$ cat src/rtl/regfile_mp.sv
// rtl/regfile_mp.sv - multi-port register file with busy scoreboard; optional REGFILE_BYPASS_EN
module regfile_mp #(
  parameter int DATA_W   = 32,
  parameter int NUM_REGS = 32,
  parameter int NUM_RD   = 2,
  parameter int NUM_WR   = 1
) (
  input  logic                       clk,
  input  logic                       rst,
  input  logic [NUM_RD*$clog2(NUM_REGS)-1:0] rd_addr,
  output logic [NUM_RD*DATA_W-1:0]   rd_data,
  output logic [NUM_RD-1:0]          rd_busy,
  input  logic [NUM_WR-1:0]          wr_en,
  input  logic [NUM_WR*$clog2(NUM_REGS)-1:0] wr_addr,
  input  logic [NUM_WR*DATA_W-1:0]   wr_data,
  input  logic                       alloc_en,
  input  logic [$clog2(NUM_REGS)-1:0] alloc_addr,
  output logic [NUM_REGS-1:0]        busy_vec
);

  localparam int AW = $clog2(NUM_REGS);

  logic [DATA_W-1:0]   regs [NUM_REGS];
  logic [NUM_REGS-1:0] busy;
  logic [NUM_REGS-1:0] busy_next;

  // Scoreboard next state: writes retire producers, an alloc wins over a same-cycle write
  always_comb begin
    busy_next = busy;
    for (int j = 0; j < NUM_WR; j++) begin
      if (wr_en[j]) begin
        busy_next[wr_addr[j*AW +: AW]] = 1'b0;
      end
    end
    if (alloc_en) begin
      busy_next[alloc_addr] = 1'b1;
    end
    busy_next[0] = 1'b0;
  end

  // Register array: later ports overwrite earlier ones, so the highest index wins
  always_ff @(posedge clk) begin
    if (rst) begin
      for (int r = 0; r < NUM_REGS; r++) begin
        regs[r] <= '0;
      end
    end else begin
      for (int j = 0; j < NUM_WR; j++) begin
        if (wr_en[j] && (wr_addr[j*AW +: AW] != '0)) begin
          regs[wr_addr[j*AW +: AW]] <= wr_data[j*DATA_W +: DATA_W];
        end
      end
    end
  end

  // Scoreboard register
  always_ff @(posedge clk) begin
    if (rst) begin
      busy <= '0;
    end else begin
      busy <= busy_next;
    end
  end

  assign busy_vec = busy;

  // Combinational read ports; register 0 is forced to zero and never busy
  always_comb begin
    rd_data = '0;
    rd_busy = '0;
    for (int i = 0; i < NUM_RD; i++) begin
      rd_data[i*DATA_W +: DATA_W] = regs[rd_addr[i*AW +: AW]];
`ifdef REGFILE_BYPASS_EN
      for (int j = 0; j < NUM_WR; j++) begin
        if (wr_en[j] && (wr_addr[j*AW +: AW] == rd_addr[i*AW +: AW])) begin
          rd_data[i*DATA_W +: DATA_W] = wr_data[j*DATA_W +: DATA_W];
        end
      end
      rd_busy[i] = busy_next[rd_addr[i*AW +: AW]];
`else
      rd_busy[i] = busy[rd_addr[i*AW +: AW]];
`endif
      if (rd_addr[i*AW +: AW] == '0) begin
        rd_data[i*DATA_W +: DATA_W] = '0;
        rd_busy[i] = 1'b0;
      end
    end
  end

endmodule

$ cat config.mk
export PLATFORM = sky130hd
export DESIGN_NAME = regfile_mp
export DESIGN_NICKNAME = d
export VERILOG_FILES = /design/src/rtl/regfile_mp.sv
export SDC_FILE = /design/constraint.sdc
export NUM_CORES = 2
export LEC_CHECK = 0
export CAP_MARGIN = 20
export CORE_MARGIN = 3
export CORE_UTILIZATION = 46
export CTS_BUF_LIST = sky130_fd_sc_hd__clkbuf_8
export CTS_CLUSTER_DIAMETER = 200
export DETAILED_ROUTE_END_ITERATION = 7
export GPL_TIMING_DRIVEN = 0
export SYNTH_ARGS = -nofsm -noshare
export SYNTH_HDL_FRONTEND = slang
export SYNTH_SLANG_ARGS = --single-unit
$ cat constraint.sdc
create_clock -name clk -period 5.11 [get_ports clk]
set_input_delay 1.533 -clock clk [delete_from_list [all_inputs] [get_ports clk]]
set_output_delay 1.533 -clock clk [all_outputs]
set_load 0.02 [all_outputs]
==> impl_metrics.py <==
metrics = {
    "run_status": {
        "status": "finished with violations",
        "violations": "setup timing",
    },
    "drt": {
        "drc_errors": 0,
        "routed_wl_mm": 227.6,
        "vias": 39391,
        "drt_first_pass_iters": 6,
        "dr.first_iter.drc_count": 5706,
        "postRouteAntennaNets": 0,
        "viasPerCell": 6.598,
        "wire_per_inst_um": 38.12,
    },
    "synth": {
        "synth_seq_cells": 1055,
        "synthCells": 3809,
        "synth_area_um2": 56960,
        "ys.flop_type": "edfxtp_1",
        "synth_top_area_cell": "edfxtp_1",
        "yosysMostFrequentCell": "edfxtp_1",
        "synth_top_area_share_pct": 53.98,
        "yosys-top-cells-count": "edfxtp_1, and2_1, mux4_2",
        "synth_cell_types": 50,
        "avgSynthCellArea_um2": 14.95,
        "synth-edff-count": 1024,
        "yosysWarnings": 0,
        "ys_top_cells_by_area": "edfxtp_1, mux4_2, and2_1, mux2i_1, clkbuf_1",
        "ys_seq_area_share_pct": 55.07,
        "async_reset_ff_share_pct": 0,
    },
    "die": {
        "dieHeight_um": 357.9,
        "initial_core_util_pct": 46.55,
        "io_pins": 154,
        "rows": 128,
        "design.core.area_um2": 122400,
        "die_x_um": 357.9,
        "die-area_um2": 128100,
    },
    "power_and_ir_drop": {
        "power.leakage_uw": 0.02305,
        "p_per_area_nw_per_um2": 310.2,
        "ir_worst_vdd_mv": 0.2920,
        "power_uw": 20920,
    },
    "global_route": {
        "antenna_found_initial": 14,
        "first_global_vias": 38533,
        "grt_usage_pct": 35.26,
        "grt_start_max_net_pins": 33,
        "overflow": 0,
        "grt_pass1_wl_mm": 306.2,
    },
    "cts": {
        "ctsHoldBuffers": 0,
        "clk_pin_slew_ps": 60,
        "clock_path_buffers": 3,
        "cts_tree": "built",
        "clkLatencyLatePin_ps": 920,
        "cts-root-buf": "clkbuf_8",
        "cts_buffers": 183,
        "htreeDepth": 4,
        "clkSinkCount": 1055,
    },
    "cells_and_area": {
        "syn_to_final_growth_pct": 18.38,
        "nets": 4255,
        "fillers": 10064,
        "fin_cells": 5970,
        "drive_gt1_share_pct": 31.31,
        "final_util_pct": 55.11,
    },
    "timing": {
        "slew_viol_final": 0,
        "fin_skew_ps": 0,
        "setup_tns_ps": -626.6,
        "slew_headroom_pct": 21.79,
        "setup_viol": 19,
        "grt_setup_unrepaired": "yes",
        "finalHoldViolCount": 0,
        "worst-slew-pin-transition_ps": 1173,
        "fin_crit_sh_pct": 101.9,
        "min_period_ps": 5208,
        "fmax_mhz": 192.0,
        "setup_ws_ps": -97.87,
    },
    "critical_path": {
        "required_ps": 3580,
        "cp-start-kind": "input pin",
        "crit_type": "in -> out",
        "cp.arrival_ps": 3670,
        "end_kind": "output pin",
        "critPathMaxFanout": 10,
    },
    "placed_design": {
        "place_inst": 5620,
        "dp_hpwl_mm": 157.9,
        "gp_congestion": 0.9792,
        "io_buffer_count": 144,
        "dp_slack_ps": -2322,
    },
    "run": {
        "drv_cap": 0,
    },
    "worst_hold_path": {
        "hold_class": "reg -> reg",
    },
}
==> registers in the layout, summed over array words and instances, names as in the netlist <==
name,count
busy_vec,31
regs,1024
==> critical path, stage by stage <==
cell and delay [ps]:
buf_12 140, clkinvlp_4 100, buf_6 230, buf_12 260, buf_8 250, o2111ai_2 230
a311oi_4 650, buf_6 200
==> stage by stage <==
step | hold slack (ps) | instance area, um^2
after floorplan | 571.4 | 57080
after global routing | 559.6 | 67430
after global placement | 506.3 | 60560
after CTS | 514.1 | 67000
after detailed placement | 502.3 | 60800
final | 518.3 | 67430
==> cell families after synthesis <==
family / Yosys count / synth area share [%]
muxes: 660 / 21.92
AOI/OAI and AO/OA: 446 / 5.889
buffers and inverters: 414 / 3.934
DFF: 1055 / 55.07
and+or+nand+nor: 1233 / 13.18
other: 1 / 0.006583
==> per-layer routing <==
layer / GRT usage [%] / vias up / share of wire, %
met1: 48.03 / 20307 / 38
met3: 8.911 / 603 / 12
met4: 21.98 / 4 / 7.4
met5: 0 / - / 0.011
met2: 50.84 / 2980 / 43
li1: - / 15497 / -
==> area by class of cell <==
type | count | area, um^2 | area share [%]
tap | 1625 | 2033 | 3.015
buffer | 407 | 3118 | 4.624
clock inverter | 133 | 579.3 | 0.8591
clock buffer | 196 | 2698 | 4.001
antenna | 2 | 5.005 | 0.007422
inverter | 2 | 15.01 | 0.02227
sequential | 1055 | 31370 | 46.52
multi-input combinational | 2372 | 25630 | 38.02
timing repair buffer | 178 | 1976 | 2.930
==> layout by cell type (no fill, tap or decap), types with 22 or more instances in the layout <==
master / instances
a22oi_2: 40
mux2i_1: 132
o21ai_4: 24
nor2b_1: 66
buf_8: 32
mux2_2: 68
o21ai_0: 42
a211oi_4: 29
buf_2: 41
buf_12: 53
or2_2: 27
a21oi_1: 32
o21ai_1: 54
a311oi_2: 32
a311oi_4: 33
edfxtp_1: 1024
clkinv_1: 38
clkbuf_1: 195
nor2_1: 34
a211oi_2: 22
conb_1: 33
inv_1: 72
mux4_2: 450
buf_6: 67
dfxtp_1: 31
buf_4: 48
a221oi_2: 30
and2_1: 993
o21ai_2: 26
clkdlybuf4s50_1: 76
a22oi_1: 27
nand2_1: 67
clkbuf_8: 204
==> path summary, 6_finish.rpt <==
kind / start / endpoint / slack, ps / depth (start not counted)
max: rd_addr[5] / rd_data[46] / -100 / 8
min: busy_vec[8] / busy_vec[8] / 520 / 2
max reg2reg: busy_vec[14] / busy_vec[14] / 4260 / 2
min reg2reg: busy_vec[8] / busy_vec[8] / 520 / 2
==> power by group <==
group | switching (uW) | internal, uW | leakage, uW
logic | 2110 | 1370 | 0.0111
clock network | 3690 | 3560 | 0.00194
registers | 235 | 9960 | 0.0100
total | 6030 | 14900 | 0.0231
==> what timing repair did <==
action                     in CTS  in global routing
gates resized for setup       858                 68
setup buffers                  10                  0
pin swaps                      81                 26
setup endpoints to repair      66                 64
gates cloned                    0                  2
(Power assumes the default switching activity.)
